$ cat src/rtl/mem_access_unit.sv
// Load/store initiator between the pipeline MEM stage and a word-wide data_mem.
// Sub-word loads are lane-extracted and extended; sub-word stores use read-modify-write.
//
// state   | meaning
// IDLE    | ready for a request
// READ    | mem_read strobe, one cycle
// CAPTURE | latch read word, extend load data or merge store lane
// WRITE   | mem_write strobe, one cycle
// RESP    | resp_valid pulse with registered result
module mem_access_unit #(
    parameter int SIZE = 1024
) (
    input  logic        clk,
    input  logic        reset,
    input  logic        req_valid,
    output logic        req_ready,
    input  logic        req_write,
    input  logic [1:0]  req_size,
    input  logic        req_signed,
    input  logic [31:0] req_addr,
    input  logic [31:0] req_wdata,
    output logic        resp_valid,
    output logic [31:0] resp_rdata,
    output logic        resp_err,
    output logic        mem_write,
    output logic        mem_read,
    output logic [31:0] mem_address,
    output logic [31:0] mem_write_data,
    input  logic [31:0] mem_read_data
);

    localparam logic [31:0] ADDR_LIMIT = 32'(4 * SIZE);

    typedef enum logic [2:0] {
        S_IDLE,
        S_READ,
        S_CAPTURE,
        S_WRITE,
        S_RESP
    } state_t;

    state_t      state_q, state_d;
    logic [31:0] addr_q, addr_d;
    logic [1:0]  size_q, size_d;
    logic        write_q, write_d;
    logic        signed_q, signed_d;
    logic [31:0] wdata_q, wdata_d;
    logic [31:0] rdata_q, rdata_d;
    logic        err_q, err_d;

    logic        req_err;
    logic [7:0]  rd_byte;
    logic [15:0] rd_half;
    logic [31:0] load_ext;
    logic [31:0] merged;

    assign req_err = (req_size == 2'b11)
                   || (req_size == 2'b01 && req_addr[0])
                   || (req_size == 2'b10 && req_addr[1:0] != 2'b00)
                   || (req_addr >= ADDR_LIMIT);

    always_comb begin
        rd_byte = mem_read_data[7:0];
        case (addr_q[1:0])
            2'd0: rd_byte = mem_read_data[7:0];
            2'd1: rd_byte = mem_read_data[15:8];
            2'd2: rd_byte = mem_read_data[23:16];
            2'd3: rd_byte = mem_read_data[31:24];
            default: rd_byte = mem_read_data[7:0];
        endcase
        rd_half = addr_q[1] ? mem_read_data[31:16] : mem_read_data[15:0];

        case (size_q)
            2'b00:   load_ext = {{24{signed_q & rd_byte[7]}}, rd_byte};
            2'b01:   load_ext = {{16{signed_q & rd_half[15]}}, rd_half};
            default: load_ext = mem_read_data;
        endcase
    end

    // Store merge: the read word with only the addressed lane replaced.
    always_comb begin
        merged = mem_read_data;
        if (size_q == 2'b00) begin
            case (addr_q[1:0])
                2'd0: merged[7:0]   = wdata_q[7:0];
                2'd1: merged[15:8]  = wdata_q[7:0];
                2'd2: merged[23:16] = wdata_q[7:0];
                2'd3: merged[31:24] = wdata_q[7:0];
                default: merged = mem_read_data;
            endcase
        end else if (addr_q[1]) begin
            merged[31:16] = wdata_q[15:0];
        end else begin
            merged[15:0] = wdata_q[15:0];
        end
    end

    always_comb begin
        state_d  = state_q;
        addr_d   = addr_q;
        size_d   = size_q;
        write_d  = write_q;
        signed_d = signed_q;
        wdata_d  = wdata_q;
        rdata_d  = rdata_q;
        err_d    = err_q;
        case (state_q)
            S_IDLE: begin
                if (req_valid) begin
                    addr_d   = req_addr;
                    size_d   = req_size;
                    write_d  = req_write;
                    signed_d = req_signed;
                    wdata_d  = req_wdata;
                    rdata_d  = '0;
                    err_d    = req_err;
                    if (req_err)
                        state_d = S_RESP;
                    else if (req_write && req_size == 2'b10)
                        state_d = S_WRITE;
                    else
                        state_d = S_READ;
                end
            end
            S_READ:  state_d = S_CAPTURE;
            S_CAPTURE: begin
                if (write_q) begin
                    wdata_d = merged;
                    state_d = S_WRITE;
                end else begin
                    rdata_d = load_ext;
                    state_d = S_RESP;
                end
            end
            S_WRITE: state_d = S_RESP;
            S_RESP:  state_d = S_IDLE;
            default: state_d = S_IDLE;
        endcase
    end

    always_ff @(posedge clk or posedge reset) begin
        if (reset) begin
            state_q  <= S_IDLE;
            addr_q   <= '0;
            size_q   <= '0;
            write_q  <= 1'b0;
            signed_q <= 1'b0;
            wdata_q  <= '0;
            rdata_q  <= '0;
            err_q    <= 1'b0;
        end else begin
            state_q  <= state_d;
            addr_q   <= addr_d;
            size_q   <= size_d;
            write_q  <= write_d;
            signed_q <= signed_d;
            wdata_q  <= wdata_d;
            rdata_q  <= rdata_d;
            err_q    <= err_d;
        end
    end

    logic mem_busy;
    assign mem_busy       = (state_q == S_READ) || (state_q == S_CAPTURE) || (state_q == S_WRITE);
    assign req_ready      = (state_q == S_IDLE);
    assign mem_read       = (state_q == S_READ);
    assign mem_write      = (state_q == S_WRITE);
    assign mem_address    = mem_busy ? {addr_q[31:2], 2'b00} : 32'd0;
    assign mem_write_data = (state_q == S_WRITE) ? wdata_q : 32'd0;
    assign resp_valid     = (state_q == S_RESP);
    assign resp_rdata     = (state_q == S_RESP) ? rdata_q : 32'd0;
    assign resp_err       = (state_q == S_RESP) ? err_q : 1'b0;

endmodule

$ cat config.mk
export PLATFORM = sky130hd
export DESIGN_NAME = mem_access_unit
export DESIGN_NICKNAME = d
export VERILOG_FILES = /design/src/rtl/mem_access_unit.sv
export SDC_FILE = /design/constraint.sdc
export NUM_CORES = 1
export LEC_CHECK = 0
export CORE_AREA = 2 2 144 111
export DETAILED_ROUTE_END_ITERATION = 10
export DIE_AREA = 0 0 146 113
export PLACE_DENSITY = 0.67
export RECOVER_POWER = 50
export SYNTH_ARGS = -nofsm -noshare
export SYNTH_HDL_FRONTEND = slang
export SYNTH_SLANG_ARGS = --single-unit
$ cat constraint.sdc
create_clock -name clk -period 8.4 [get_ports clk]
set_input_delay 1.26 -clock clk [delete_from_list [all_inputs] [get_ports clk]]
set_output_delay 1.26 -clock clk [all_outputs]
set_load 0.02 [all_outputs]
### Yosys cells after proc, flatten, opt, wreduce, memory -nomap -nowiden

Cells that the tools add are included.

| word-level totals | value |
|---|---|
| bits in registers | 104 |
| bits of input ports | 103 |
| output and inout bits | 101 |
| logic and storage cells | 72 |

| operators by class | value |
|---|---|
| magnitude comparators | 1 |
| eq/ne operators | 16 |
| mux-type cells | 25 |
| bitwise operators | 2 |
| reductions and logical operators | 18 |

Operators by type and width:

| operator | number |
|---|---|
| 32-bit 2-to-1 mux | 8 |
| 32-bit case mux with 2 select lines | 3 |
| 16-bit 2-to-1 mux | 3 |
| 32-bit by 13-bit >= comparator with 1-bit output (second input constant) | 1 |
| 8-bit 2-to-1 mux | 4 |
| 8-bit case mux with 4 select lines | 1 |
| 3-bit case mux with 4 select lines | 1 |
| 3-bit 2-to-1 mux | 3 |
| 2-bit equality test (second input constant) | 4 |
| 2-bit by 1-bit equality test with 1-bit output (second input constant) | 3 |
| 3-bit by 2-bit equality test with 1-bit output (second input constant) | 2 |
| 2-bit != test (second input constant) | 3 |
| 3-bit != test (second input constant) | 2 |
| 3-bit AND reduction | 2 |
| 1-bit logical OR | 5 |
| 5-bit AND reduction | 1 |
| 2-bit zero test | 2 |
| 4-bit AND reduction | 1 |
| 2-bit nonzero test | 2 |
| 3-bit by 1-bit equality test with 1-bit output (second input constant) | 1 |
| 3-bit equality test (second input constant) | 1 |
| 1-bit logical AND | 3 |
| 3-bit zero test | 1 |
| 1-bit AND | 2 |
| 3 further kinds | 3 |

### Longest topological paths before layout

Gate-level depths: netlist of run 1.

| logic depth | value |
|---|---|
| depth in word-level cells | 8 |
| gate-level depth with buffers | 7 |
| mapped depth without buffers | 4 |

### Least setup slack after synthesis of run 1

Ideal clock, no wire load.

| timing path | value |
|---|---|
| path kind | register to output |
| start point | register state_q[0] |
| end point | output port mem_write_data[22] |
| arrival time | 1615 ps |
| data required time | 7140 ps |
| setup slack | 5525 ps |
| cell stages (with the launch flop) | 6 |
| path buffers | 2 |
| path through | dfrtp_1 > buf_2 > inv_1 > nor3_1 > clkbuf_1 > and2_1 |

| on the way | value |
|---|---|
| word-level cells in the longest chain between the ends | 2 |

Ends and longest elaborated chain:

| item | line | text |
|---|---|---|
| start: declaration | 42 | `state_t state_q, state_d;` |
| start signal: assignment | 152 | `state_q <= state_d;` |
| 3-bit by 2-bit equality test with 1-bit output | - |  |
| via mem_write | 25 | `output logic mem_write,` |
| 32-bit 2-to-1 mux | 169 | `assign mem_write_data = (state_q == S_WRITE) ? wdata_q : 32'd0;` |
| end: declaration | 28 | `output logic [31:0] mem_write_data,` |

The timed path passes the listed nets, and every way through them passes these cells.

### Worst setup path after layout of run 1

| timing path | value |
|---|---|
| start point | input port req_valid |
| end point | register wdata_q[1] |

| on the way | value |
|---|---|
| word-level cells in the longest chain between the ends | 2 |

Ends and longest elaborated chain:

| item | line | text |
|---|---|---|
| start: declaration | 15 | `input logic req_valid,` |
| 2-bit != test (no source line) | - |  |
| 5-bit AND reduction (no source line) | - |  |
| end signal: assignment | 157 | `wdata_q <= wdata_d;` |
| end: declaration | 47 | `logic [31:0] wdata_q, wdata_d;` |

Every way passes these cells.
A chain may end at the register's enable or synchronous reset.

==> flow_summary.ini, run 1 <==
[status]
run_status = finished, violations left
failed_checks = capacitance limit, slew limit

[route]
via_per_inst = 5.32
drc_errors = 0
wl_per_cell_um = 19.0
routed_wl_mm = 18.4
drt_iter0_markers = 329
drt_first_pass_iters = 5
ant_nets = 0
vias = 5156

[grt]
grt.total_usage_pct = 22.2
overflow = 0
grt_pass1_vias = 5185
antenna_found_initial = 0
grt_max_degree = 75
grt_pass1_wl_mm = 28.8

[power_and_ir_drop]
power_w = 0.00126
p_sw_w = 0.000346
p_seq_share_pct = 47.0
power_frac_clock_pct = 34.2
max-vdd-ir-drop_mv = 0.0955
power_frac_comb_pct = 18.8
internal-power_w = 0.000912
swShare_pct = 27.5
pwr_density_cell_nw_per_um2 = 152
leakage_nw = 3.44

[cts]
clock_latency_ns = 0.35
cts_tree = yes
hold_buffers = 0
root_buffer = clkbuf_16
clk_pin_slew_worst_paths_ns = 0.07
cts_buffers = 9
clock-sinks = 104
cts_setup_buffers = 0
htree_levels = 3
cts_buffer_depth = 2
cts-resized-gates = 0

[sta]
period_needed_ns = 4.86
slew_headroom_pct = -135
worst_pin_slew_ns = 3.44
hold_viol_final = 0
fin_setup_tns_ns = 0
whs_ns = 0.474
clock_skew_ns = 0.00477
fin_crit_sh_pct = 57.9
fmax_ghz = 0.206
slew_viol_final = 17
rsz0062_at_grt = no
setup_viol = 0

[hold_path]
min_path_cells = 2
hp-class = reg2reg
hold_path_startpoint = wdata_q[18]
worstHoldEndpoint = wdata_q[18]

[synth]
synth_commonest_cells = dfrtp_1, and2_1, nand2_1
synth_most_common_cell = dfrtp_1
syn_area_per_cell_sq_um = 9.96
syn_inst = 592
synth_seq_cells = 104
netlist.area_leader.share_pct = 44.2
yosys_most_used_dff = dfrtp_1
synth.distinct_cells = 52
synth.top_cells.by_area = dfrtp_1, and2_1, mux2_2
synth_area_sq_um = 5890
yosysWarningCount = 0
yosysSeqAreaShare_pct = 44.2
synth_top_cell_by_area = dfrtp_1
synth-edff-count = 0
synthArstFlopShare_pct = 100

[floorplanning]
dieArea_sq_um = 16500
rows = 39
die_h_um = 113
start_util_pct = 39.2
core_sq_um = 15000
die_width_um = 146
io_pins = 204

[layout]
n_antenna_cell = 0
syn2layout_area_growth_pct = 40.2
drive_above_1_share_pct = 10.9
final_net_count = 862

[critical_path]
timing.rr.start = size_q[1]
r2r_cells = 4
crit_path_end_kind = register
r2r_slack_ns = 3.79
required_ns = 8.66
critical_path_class = in2reg
arrival_ns = 5.12
rr_endpoint = wdata_q[1]
crit_fanout = 16
start_kind = primary input

[flow_run]
drv_cap = 1

[place]
gp_congestion = 0.857
portBuffers = 201
post-dp-hpwl_mm = 14.0
## routing by layer
| layer | GRT usage [%] | wire (um) |
|---|---|---|
| met4 | 5.76 | 275 |
| met2 | 33.8 | 8030 |
| met5 | 0 | 0 |
| met3 | 4.88 | 1220 |
| met1 | 32.2 | 8870 |
## how the worst max path moves through the flow
stage                    endpoint        from  cells after the start
finish                 wdata_q[1]   req_valid                      5
global route           wdata_q[1]   req_valid                      5
CTS                 resp_rdata[3]  state_q[0]                      4
detailed placement    wdata_q[14]   req_valid                      5
global placement      wdata_q[13]   req_valid                      5
floorplan               addr_q[0]       reset                      1
## cells in the final DEF (no fill, tap or decap), types with 3 or more instances in the layout
cell	n
a211o_1	8
a211oi_1	8
a21oi_1	28
a221o_1	16
a22o_1	6
a31oi_1	6
and2_1	96
and3_1	9
buf_4	5
clkbuf_16	9
clkdlybuf4s50_1	198
dfrtp_1	104
dlygate4sd3_1	3
inv_1	5
mux2_2	41
mux2_4	8
mux2i_1	16
nand2_1	45
nand2b_1	5
nor2_1	37
nor3_1	5
nor4_1	5
o21a_1	7
o21ai_0	27
o22ai_1	8
o2bb2ai_1	8
o31ai_1	9
## cell type report
type	instances	area [sq um]
clock buffers	10	239
clock inverters	6	66.3
fillers	1376	6770
inverters	7	27.5
multi-input cells	431	3020
flip-flops and latches	104	2600
well taps	205	256
repair buffers	206	2050
## sequential cells by signal (all words and copies together) (netlist names)
signal    cells
err_q         1
wdata_q      32
size_q        2
state_q       3
addr_q       32
rdata_q      32
write_q       1
signed_q      1
## logic make-up after synthesis
family                 Yosys count  share of synthesized area, %
buffers and inverters           58                          4.67
AOI/OAI and AO/OA              144                          18.2
other                            1                        0.0636
DFF                            104                          44.2
and+or+nand+nor                220                          20.4
muxes                           65                          12.6
## worst max-delay path: stages
cell,delay [ns]
dlygate4sd3_1,0.59
mux2i_1,0.10
a2111oi_0,2.69
nor2_1,0.18
a31oi_2,0.29
## stage by stage
| step | instances | utilization (%) | setup WS (ns) | area, sq um |
|---|---|---|---|---|
| 2_1_floorplan | 593 | - | 4.41 | 5900 |
| 3_3_place_gp | 953 | 53.1 | 4.64 | 7980 |
| 3_5_place_dp | 953 | 53.1 | 4.56 | 7980 |
| 4_1_cts | 969 | 55.1 | 4.35 | 8280 |
| 5_1_grt | 969 | 55.0 | 2.91 | 8260 |
| 6_report | 969 | 55.0 | 3.54 | 8260 |
## power by group through the flow
stage | Combinational [W] | Sequential [W] | Clock [W]
finish | 0.000237 | 0.000591 | 0.000430
global route | 0.000258 | 0.000597 | 0.000457
CTS | 0.000238 | 0.000590 | 0.000441
detailed placement | 0.000237 | 0.000600 | 0
global placement | 0.000230 | 0.000597 | 0
floorplan | 0.000164 | 0.000575 | 0
No activity file was read; power rests on OpenSTA's default activity.
==> run 2: changes to the inputs <==
PLACE_DENSITY = 0.7   (was 0.67)
clock period = 3.9 ns   (was 8.4 ns; I/O delays follow)
==> run 2 against run 1 <==
Net effect: sequential share of layout area down 0.29 points; global-route usage grew 0.50 points; worst hold slack got worse by 0.0017 ns; critical endpoint is now resp_rdata[22]; worst setup slack worse by 3.0 ns; largest cell class unchanged; via count grew 0.74%; the run still ends with capacitance limit, slew limit left; sequential power up 110%; clock power increased by 140%; register-to-register slack got worse by 2.7 ns; sequential cell count did not move; first-iteration DRC count is 6.4% lower; power is 120% higher.
==> flow_summary.ini, run 2 (same netlist as run 1, synthesis figures left out) <==
[route]
drc_errors = 0
via_per_inst = 5.33
wl_per_cell_um = 19.2
ant_nets = 0
routed_wl_mm = 18.7
vias = 5194
drt_iter0_markers = 308
drt_first_pass_iters = 5

[cts]
root_buffer = clkbuf_16
clock-sinks = 104
cts_buffers = 9
cts_buffer_depth = 2
clk_pin_slew_worst_paths_ns = 0.07
hold_buffers = 0
cts_tree = yes
htree_levels = 3
cts_setup_buffers = 0
clock_latency_ns = 0.36
cts-resized-gates = 0

[layout]
final_cell_mix = clkdlybuf4s50_1, dfrtp_1, and2_1
drive_above_1_share_pct = 11.2
final_net_count = 867
largestRegisters = addr_q: 32 flops, rdata_q: 32 flops, wdata_q: 32 flops
syn2layout_area_growth_pct = 41.5
final_common_cell = clkdlybuf4s50_1
n_antenna_cell = 0
stdcell_area_sq_um = 8340

[flow_run]
drv_cap = 1

[floorplanning]
die_h_um = 113
core_sq_um = 15000
start_util_pct = 39.2
die_width_um = 146
io_pins = 204
dieArea_sq_um = 16500
rows = 39

[critical_path]
crit_fanout = 34
crit_path_end_kind = output port
critical_path_class = reg2out
required_ns = 3.31
start_kind = register
arrival_ns = 2.73
r2r_slack_ns = 1.09
r2r_cells = 4

[place]
post-dp-hpwl_mm = 14.2
placed_area_sq_um = 8020
gp_congestion = 0.881
portBuffers = 201

[sta]
period_needed_ns = 3.32
clock_skew_ns = 0.0101
fin_crit_sh_pct = 85.1
fmax_ghz = 0.301
rsz0062_at_grt = no
slew_viol_final = 59
slew_headroom_pct = -48.5
setup_viol = 0
worst_pin_slew_ns = 2.23
hold_viol_final = 0
fin_setup_tns_ns = 0

[grt]
antenna_found_initial = 0
grt.total_usage_pct = 22.7
grt_pass1_vias = 5277
grt_pass1_wl_mm = 29.2
overflow = 0
grt_max_degree = 59

[power_and_ir_drop]
pwr_density_cell_nw_per_um2 = 336
max-vdd-ir-drop_mv = 0.231
leakage_nw = 3.48
power_w = 0.00280

[hold_path]
min_path_cells = 2
hp-class = reg2reg

[status]
failed_checks = capacitance limit, slew limit
run_status = finished, violations left
## run 2: area by class of cell
type                    count  area, sq um
well taps                 205          256
inverters                   7         26.3
repair buffers            211         2080
multi-input cells         431         3040
fillers                  1359         6690
clock inverters             7          110
clock buffers               9          225
flip-flops and latches    104         2600
## run 2: critical path: stages, from the launching register on
cell and delay (ns):
dfrtp_1 0.52, inv_1 0.22, and3_1 0.77, and2_1 0.25, clkdlybuf4s50_1 0.60
## run 2: final timing paths
kind | from | to
setup / recovery | state_q[0] | resp_rdata[22]
hold / removal | wdata_q[22] | wdata_q[22]
setup reg to reg | size_q[1] | rdata_q[17]
hold reg to reg | wdata_q[22] | wdata_q[22]
max in group asynchronous | reset | addr_q[29]
min in group asynchronous | reset | rdata_q[15]
## run 2: metrics by stage
| step | hold slack, ns | utilization (%) | setup slack [ns] | instances |
|---|---|---|---|---|
| after detailed placement | 0.458 | 53.3 | 0.921 | 958 |
| after global routing | 0.509 | 55.5 | 0.338 | 974 |
| after global placement | 0.456 | 53.3 | 1.05 | 958 |
| final | 0.472 | 55.5 | 0.581 | 974 |
| after CTS | 0.473 | 55.6 | 0.507 | 974 |
| after floorplan | 0.440 | - | 0.583 | 593 |
## run 2: power breakdown
| part | switching [W] | internal [W] | leakage (nW) | total (W) |
|---|---|---|---|---|
| registers | 0.0000873 | 0.00118 | 1.30 | 0.00127 |
| clock network | 0.000393 | 0.000622 | 0.169 | 0.00102 |
| logic | 0.000252 | 0.000270 | 2.02 | 0.000522 |
## run 2: layer usage
metal,global-route usage [%],vias to the layer above,wire length (um)
li1,-,2439,-
met1,32.1,2551,9000
met2,34.5,177,8190
met3,6.41,27,1200
met4,5.76,0,331
met5,0,-,0
